[src/rtl/network_config_pkg.sv]
// network_config: sizing shared by the network datapath blocks.
package network_config;

    localparam int NET_STEP_WIDTH = 16;

endpackage

[src/rtl/run_scheduler_pkg.sv]
// sched_config: run_scheduler state encoding and default sizing.
package sched_config;

    import network_config::*;

    localparam int RUN_WIDTH_DEF      = NET_STEP_WIDTH;
    localparam int TIMEOUT_CYCLES_DEF = 1024;

    typedef enum logic [2:0] {
        S_IDLE,
        S_STEP,
        S_WAIT_OUT,
        S_DRAIN,
        S_DONE
    } sched_state_t;

endpackage

[src/rtl/run_scheduler_watchdog.sv]
// sched_watchdog: counts WAIT_OUT cycles without a transfer.
// Instantiated by run_scheduler only when SCHED_TIMEOUT_EN is defined.
module sched_watchdog
    import sched_config::*;
#(
    parameter int TIMEOUT_CYCLES = TIMEOUT_CYCLES_DEF
) (
    input  logic clk,
    input  logic rst,
    input  logic clear,
    input  logic tick,
    output logic expired
);

    localparam int W = $clog2(TIMEOUT_CYCLES + 1);

    logic [W-1:0] cnt;

    // Expire on the tick that brings the count to the limit.
    assign expired = tick && (cnt == W'(TIMEOUT_CYCLES - 1));

    always_ff @(posedge clk) begin
        if (rst || clear) begin
            cnt <= '0;
        end else if (tick && !expired) begin
            cnt <= cnt + W'(1);
        end
    end

endmodule

[src/rtl/run_scheduler.sv]
// run_scheduler: issues one network step per timestep and gates outputs to the sink.
// Optional watchdog on WAIT_OUT enabled by defining SCHED_TIMEOUT_EN.
module run_scheduler
    import sched_config::*;
#(
    parameter int RUN_WIDTH = RUN_WIDTH_DEF
`ifdef SCHED_TIMEOUT_EN
    ,
    parameter int TIMEOUT_CYCLES = TIMEOUT_CYCLES_DEF
`endif
) (
    input  logic                 clk,
    input  logic                 rst,
    input  logic                 cmd_valid,
    output logic                 cmd_ready,
    input  logic [RUN_WIDTH-1:0] cmd_run,
    input  logic                 abort,
    output logic                 step_valid,
    input  logic                 step_ready,
    input  logic                 net_valid,
    output logic                 net_ready,
    output logic                 snk_net_valid,
    input  logic                 snk_net_ready,
    output logic                 busy,
    output logic                 run_done,
    output logic [RUN_WIDTH-1:0] steps_done,
    output logic                 aborted,
    output logic                 err
);

    sched_state_t state;
    sched_state_t state_nxt;

    logic [RUN_WIDTH-1:0] remaining;
    logic abort_pending;
    logic stop_req;
    logic cmd_acc;
    logic xfer;
    logic timeout;

    assign cmd_acc  = cmd_valid && (state == S_IDLE);
    assign xfer     = (state == S_WAIT_OUT) && net_valid
                      && snk_net_ready;
    assign stop_req = abort_pending || abort;

`ifdef SCHED_TIMEOUT_EN
    sched_watchdog #(
        .TIMEOUT_CYCLES(TIMEOUT_CYCLES)
    ) u_watchdog (
        .clk    (clk),
        .rst    (rst),
        .clear  (state != S_WAIT_OUT),
        .tick   ((state == S_WAIT_OUT) && !xfer),
        .expired(timeout)
    );

    always_ff @(posedge clk) begin
        if (rst || cmd_acc) begin
            err <= 1'b0;
        end else if (timeout) begin
            err <= 1'b1;
        end
    end
`else
    assign timeout = 1'b0;
    assign err     = 1'b0;
`endif

    always_ff @(posedge clk) begin
        if (rst) begin
            state <= S_IDLE;
        end else begin
            state <= state_nxt;
        end
    end

    always_comb begin
        state_nxt = state;
        unique case (state)
            S_IDLE: begin
                if (cmd_valid) begin
                    state_nxt = (cmd_run == '0) ? S_DONE : S_STEP;
                end
            end
            S_STEP: begin
                // A step accepted alongside abort still runs to its output.
                if (step_ready) begin
                    state_nxt = S_WAIT_OUT;
                end else if (stop_req) begin
                    state_nxt = S_DRAIN;
                end
            end
            S_WAIT_OUT: begin
                if (xfer) begin
                    if (remaining == RUN_WIDTH'(1) || stop_req) begin
                        state_nxt = S_DRAIN;
                    end else begin
                        state_nxt = S_STEP;
                    end
                end else if (timeout) begin
                    state_nxt = S_DRAIN;
                end
            end
            S_DRAIN: begin
                if (snk_net_ready) begin
                    state_nxt = S_DONE;
                end
            end
            S_DONE: begin
                state_nxt = S_IDLE;
            end
            default: begin
                state_nxt = S_IDLE;
            end
        endcase
    end

    always_ff @(posedge clk) begin
        if (rst) begin
            remaining     <= '0;
            steps_done    <= '0;
            abort_pending <= 1'b0;
            aborted       <= 1'b0;
        end else if (cmd_acc) begin
            remaining     <= cmd_run;
            steps_done    <= '0;
            abort_pending <= 1'b0;
            aborted       <= 1'b0;
        end else begin
            if (abort && state != S_IDLE) begin
                abort_pending <= 1'b1;
            end
            if (xfer) begin
                steps_done <= steps_done + RUN_WIDTH'(1);
                if (remaining != '0) begin
                    remaining <= remaining - RUN_WIDTH'(1);
                end
            end
            // Exit cause is latched as the run leaves DRAIN.
            if (state == S_DRAIN && snk_net_ready) begin
                aborted <= stop_req;
            end
        end
    end

    always_comb begin
        cmd_ready     = 1'b0;
        step_valid    = 1'b0;
        net_ready     = 1'b0;
        snk_net_valid = 1'b0;
        run_done      = 1'b0;
        busy          = (state != S_IDLE);
        unique case (state)
            S_IDLE:     cmd_ready = 1'b1;
            S_STEP:     step_valid = 1'b1;
            S_WAIT_OUT: begin
                net_ready     = snk_net_ready;
                snk_net_valid = net_valid;
            end
            S_DONE:     run_done = 1'b1;
            default:    ;
        endcase
    end

endmodule

[config.mk]
export PLATFORM = sky130hd
export DESIGN_NAME = run_scheduler
export DESIGN_NICKNAME = d
export VERILOG_FILES = /design/src/rtl/network_config_pkg.sv /design/src/rtl/run_scheduler_pkg.sv /design/src/rtl/run_scheduler_watchdog.sv /design/src/rtl/run_scheduler.sv
export SDC_FILE = /design/constraint.sdc
export NUM_CORES = 1
export LEC_CHECK = 0
export ABC_AREA = 1
export BUFFER_PORTS_ARGS = -buffer_cell sky130_fd_sc_hd__buf_2
export CAP_MARGIN = 20
export CORE_UTILIZATION = 44
export CTS_CLUSTER_DIAMETER = 100
export DETAILED_ROUTE_END_ITERATION = 16
export PLACE_DENSITY_LB_ADDON = 0.05
export SETUP_SLACK_MARGIN = 0.4
export SLEW_MARGIN = 20
export SYNTH_ARGS = -nofsm -noshare
export SYNTH_HDL_FRONTEND = slang
export SYNTH_SLANG_ARGS = --single-unit
[constraint.sdc]
create_clock -name clk -period 2.1 [get_ports clk]
set_input_delay 0.42 -clock clk [delete_from_list [all_inputs] [get_ports clk]]
set_output_delay 0.42 -clock clk [all_outputs]
set_load 0.05 [all_outputs]
## Word level (Yosys, flattened, before mapping)

Index checks and enable logic that the tools add are counted.

| word-level totals | value |
|---|---|
| output and inout port bits | 24 |
| input port bits | 23 |
| flip-flop bits (word level) | 37 |

| operators by class | value |
|---|---|
| add/sub/neg operators | 2 |
| mux-type cells | 16 |
| eq/ne operators | 9 |
| reduce and logical (&&, ||, !) cells | 16 |

Operators by type and width:

| kind | number |
|---|---|
| two-way mux 16 bit | 3 |
| two-way mux 3 bit | 6 |
| adder 16 x 1 -> 16 bit (second input constant) | 1 |
| == test 16 x 1 -> 1 bit (second input constant) | 1 |
| zero test 16 bit | 1 |
| nonzero test 16 bit | 1 |
| subtractor 16 x 1 -> 16 bit (second input constant) | 1 |
| case mux 3 bit (4 select lines) | 1 |
| == test 3 x 2 -> 1 bit (second input constant) | 2 |
| != test 2 bit (second input constant) | 3 |
| logical AND 1 bit | 5 |
| two-way mux 1 bit | 5 |
| AND reduction 4 bit | 1 |
| nonzero test 2 bit | 2 |
| == test 3 x 1 -> 1 bit (second input constant) | 1 |
| == test 3 bit (second input constant) | 1 |
| zero test 3 bit | 1 |
| != test 3 bit (second input constant) | 1 |
| nonzero test 3 bit | 1 |
| logical OR 1 bit | 2 |
| two-way mux 2 bit | 1 |
| AND reduction 2 bit | 1 |
| OR reduction 2 bit | 1 |

## Depth between registers and ports, before layout

| depth | value |
|---|---|
| depth after elaboration | 5 |
| mapped depth | 11 |

## Worst setup path after synthesis

OpenSTA, ideal clock, no wires.

| path | value |
|---|---|
| path kind | register -> output |
| from | register state[0] |
| to | output port busy |
| data arrival time | 1.631 ns |
| data required time | 1.680 ns |
| stages on the path, launching flop included | 3 |
| setup slack | 0.049 ns |
| path through | dfxtp_1 > nor3_2 > inv_1 |

| on the way | value |
|---|---|
| word-level cells in the longest chain between the ends | 1 |

Ends and longest elaborated chain:

| element | line | RTL |
|---|---|---|
| start: declaration | run_scheduler.sv:31 | `sched_state_t state;` |
| start signal: assignment | run_scheduler.sv:73 | `state <= state_nxt;` |
| nonzero test 3 bit | run_scheduler.sv:152 | `busy = (state != S_IDLE);` |
| end: declaration | run_scheduler.sv:24 | `output logic busy,` |

No other way between the ends.

## Final worst setup path

| path | value |
|---|---|
| from | register state[0] |
| to | output port net_ready |

| on the way | value |
|---|---|
| word-level cells in the longest chain between the ends | 2 |

Ends and longest elaborated chain:

| element | line | RTL |
|---|---|---|
| == test 3 x 2 -> 1 bit | run_scheduler.sv:153 | `unique case (state)` |
| two-way mux 1 bit | run_scheduler.sv:153 |  |
| end: declaration | run_scheduler.sv:21 | `output logic net_ready,` |

No other way between the ends.

==> impl_summary.log <==
[metrics] outcome: complete, no violations
[metrics] leakage power: about 0.0014 uW
[metrics] slowest cell on the critical path: sky130_fd_sc_hd__dfxtp_2
[metrics] Synth Net Count: between 400 and 500
[metrics] clock latency on the worst-skew pair: between 0.2 and 0.3 ns
[metrics] pwr dens: between 1000 and 1500 mW/mm^2
[metrics] effective utilization at floorplan: 0.4659
[metrics] list of cells traversed by the critical path: inv_1, nand3_4, nor2_4, buf_4
[metrics] Post-DP Area: 0.002754 mm^2
[metrics] Core Footprint: about 0.0052 mm^2
[metrics] type of the worst setup path: reg -> out
[metrics] final worst path period share: 0.7765
[metrics] count of antenna diodes in the layout: 0
[metrics] maximum buffer depth of the clock tree: 2
[metrics] final-report hold violation count: 0
[metrics] kind of start point of the critical path: flop
[metrics] global-route wire length before repair: just over 10,000 um
[metrics] Yosys reg bits: 37
[metrics] net total in the final layout: around 490
[metrics] post-layout min period: ~1.6 ns
[metrics] Final GP Congestion: ~0.84
[metrics] number of failing setup endpoints in the final timing report: 0
[metrics] cell area after technology mapping: ~0.0024 mm^2
[metrics] deepest level of the CTS H-tree: 2
[metrics] # port buffers: between 40 and 50
[metrics] Initial DRC Count: 106
[metrics] number of global-route vias before repair: 2,344
[metrics] maximum number of pins on one net before global-route repair: 23
[metrics] synthesis warning total: 0
[metrics] synth top area cells: sky130_fd_sc_hd__dfxtp_1 31%, sky130_fd_sc_hd__nand2_1 19%, sky130_fd_sc_hd__nor2_1 12%
[metrics] final-layout setup total negative slack: 0 ns
[metrics] kind of cell adding the most delay to the critical path: flip-flops
[metrics] floorplan die area: a little under 0.006 mm^2
[metrics] clock slew at reported path FFs: approximately 0.08 ns
[metrics] uppermost layer routed: met4
[metrics] Worst path max stage delay: between 0.3 and 0.4 ns
[metrics] Finished Core Util: 0.5642
[metrics] amount of wire on met3 after detailed routing: 238 um
[metrics] max_cap viols: 0
[metrics] routed length on met1: 2951 um
[metrics] antenna violations before repair: 0
[metrics] worst voltage drop across the vdd grid: between 800 and 900 uV
[metrics] type of destination of the critical path: output port
[metrics] Post-Synthesis Cells: roughly 400
[metrics] DIE WIDTH: between 70 and 80 um
[metrics] synthesized area divided by synthesized cell count: 5.972 um^2
[metrics] post-route cell area: around 0.0029 mm^2
[metrics] remaining design rule violation count: 0
[metrics] cell at the root of the clock tree: sky130_fd_sc_hd__clkbuf_8
[metrics] number of inserted filler cells in the final layout: around 570
[metrics] TritonCTS clock tree: done
[metrics] Die H: ~76 um
[metrics] synthesis-to-layout area growth: 21.10%
[metrics] total routing usage reported by global routing: 0.2142
[metrics] hold slack: roughly 0.37 ns
[metrics] worst hold-check path type: in -> reg
[metrics] data arrival time at the worst-slack endpoint: around 1.2 ns
[metrics] Final Routed Wirelength: between 6000 and 7000 um
[metrics] maximum clock skew at final layout: between 0.003 and 0.004 ns
[metrics] Yosys top cell by area: sky130_fd_sc_hd__dfxtp_1
[metrics] final-report max-slew violation count: 0
[metrics] number of sinks on the clock net: 37
[metrics] total number of placement rows: 26
[metrics] total gr overflow: 0
[metrics] count of buffering cells on the critical path with inverters included: 2
[metrics] final non-filler cell total: approximately 530
[metrics] drt pass-1 iters: 4
[metrics] proportion of synthesized flip-flops having asynchronous set or reset: 0
[metrics] sequential share of the synthesized area: 0.3055
[metrics] Post-synth EDFFs: 0
[metrics] top-level I/O count: 47
[metrics] unique cell type count in the Yosys netlist: 33
[metrics] upper clock frequency limit: between 600 and 700 MHz
[metrics] half-perimeter wire length after placement: between 4000 and 5000 um
[metrics] cts bufs inserted: 5
[metrics] fraction of layout instances using a drive strength above 1: 0.2035
[metrics] via-per-instance ratio: 4.915
[metrics] detail-routed net length per standard cell: around 12 um
[metrics] worst-path maximum fanout: 4
[metrics] Synth top area share: 0.3055
[metrics] total length of routed met2 wires: about 3000 um
[metrics] number of nets with antenna violations after routing: 0
[metrics] unrepaired setup endpoints after global routing: no
[metrics] DP Cell Count: 519
[metrics] required time at the worst-slack endpoint: 1.68 ns
[metrics] DR vias: 2,615
[metrics] most used flip-flop cell after synthesis: sky130_fd_sc_hd__dfxtp_1
==> power by group <==
group	leakage [uW]	total [uW]	switching, uW	internal (uW)
Clock	0.0000439	513	283	229
Combinational	0.00101	1790	1170	626
Sequential	0.000302	967	146	821
==> worst register-to-register path, delay by kind of cell, from the launching register on <==
| family | cells | cell delay (ns) |
|---|---|---|
| flip-flops | 1 | 0.36 |
| AND/OR/NAND/NOR | 5 | 0.47 |
| buffers and inverters | 3 | 0.57 |
| AO/OA/AOI/OAI | 1 | 0.11 |
==> final timing paths <==
path / from / endpoint / slack, ns / cells after the start
hold / removal: abort / abort_pending / 0.37 / 3
hold reg to reg: aborted / aborted / 0.47 / 2
setup / recovery: state[0] / net_ready / 0.47 / 4
setup reg to reg: state[2] / remaining[4] / 0.54 / 9
==> synth_stat cells, types with 2 or more instances <==
cell type / number
sky130_fd_sc_hd__o21bai_1: 2
sky130_fd_sc_hd__inv_1: 39
sky130_fd_sc_hd__nand3_1: 30
sky130_fd_sc_hd__o21ai_0: 7
sky130_fd_sc_hd__buf_4: 2
sky130_fd_sc_hd__xnor2_1: 2
sky130_fd_sc_hd__nor3_1: 9
sky130_fd_sc_hd__o21ai_1: 5
sky130_fd_sc_hd__or2_0: 2
sky130_fd_sc_hd__xor2_1: 3
sky130_fd_sc_hd__ha_1: 3
sky130_fd_sc_hd__dfxtp_1: 37
sky130_fd_sc_hd__nor2_2: 3
sky130_fd_sc_hd__inv_2: 2
sky130_fd_sc_hd__nand4_1: 5
sky130_fd_sc_hd__clkbuf_1: 2
sky130_fd_sc_hd__nor3_2: 6
sky130_fd_sc_hd__buf_2: 3
sky130_fd_sc_hd__nand2_1: 124
sky130_fd_sc_hd__nand3b_1: 3
sky130_fd_sc_hd__nand2_2: 6
sky130_fd_sc_hd__nor2_1: 77
sky130_fd_sc_hd__a21oi_1: 24
==> sequential cells by signal, indices dropped and copies added (netlist names) <==
signal,flops
steps_done,16
state,3
abort_pending,1
aborted,1
remaining,16
==> cell type report <==
class	count	area, um^2	share of cell area
Multi-Input combinational cell	320	1551	0.5283
Sequential cell	37	744.5	0.2535
Timing Repair Buffer	55	309.0	0.1052
Inverter	42	157.7	0.05369
Tap cell	70	87.58	0.02983
Clock buffer	5	68.82	0.02343
Clock inverter	3	17.52	0.005965
==> timing repair <==
item                                    4_1_cts  5_1_grt
hold buffers                                  0        0
gates cloned                                  0        1
buffers inserted                              1        3
endpoints found under the hold margin         0        0
pin swaps                                     1        2
endpoints found under the setup margin       20       21
gates resized for setup                       6        8
==> cell usage in the layout, fill, tap and decap left out, types with 4 or more instances in the layout <==
cell type                  instances
sky130_fd_sc_hd__nor2_1           74
sky130_fd_sc_hd__nor3_2            6
sky130_fd_sc_hd__inv_1            38
sky130_fd_sc_hd__clkbuf_8          5
sky130_fd_sc_hd__nand4_1           5
sky130_fd_sc_hd__buf_2            43
sky130_fd_sc_hd__nand2_2           4
sky130_fd_sc_hd__nand2_1         124
sky130_fd_sc_hd__o21ai_0           7
sky130_fd_sc_hd__nor2_2            5
sky130_fd_sc_hd__o21ai_1           5
sky130_fd_sc_hd__nor3_1            8
sky130_fd_sc_hd__a21oi_1          24
sky130_fd_sc_hd__buf_4            11
sky130_fd_sc_hd__nand3_1          30
sky130_fd_sc_hd__dfxtp_1          34
==> kinds of logic after synthesis <==
group / after synthesis / synth area share
AND/OR/NAND/NOR: 271 / 0.4907
AO/OA/AOI/OAI: 39 / 0.08359
XOR/XNOR: 5 / 0.01806
other: 1 / 0.001547
buffers and inverters: 50 / 0.08514
flip-flops: 37 / 0.3055
adder cells (fa/ha/maj): 3 / 0.01548
==> routing by layer <==
metal / up-vias / global-route usage
li1: 1395 / -
met4: 0 / 0.05192
met5: - / 0
met2: 49 / 0.3784
met1: 1165 / 0.2687
met3: 6 / 0.03713
==> metrics by stage <==
stage | setup slack [ns] | total power (uW)
2_1_floorplan | 0.3644 | 2260
3_3_place_gp | 0.2344 | 2579
3_5_place_dp | 0.1372 | 2602
4_1_cts | 0.3790 | 3162
5_1_grt | 0.4065 | 3547
6_report | 0.4693 | 3272
(Power assumes the default switching activity.)
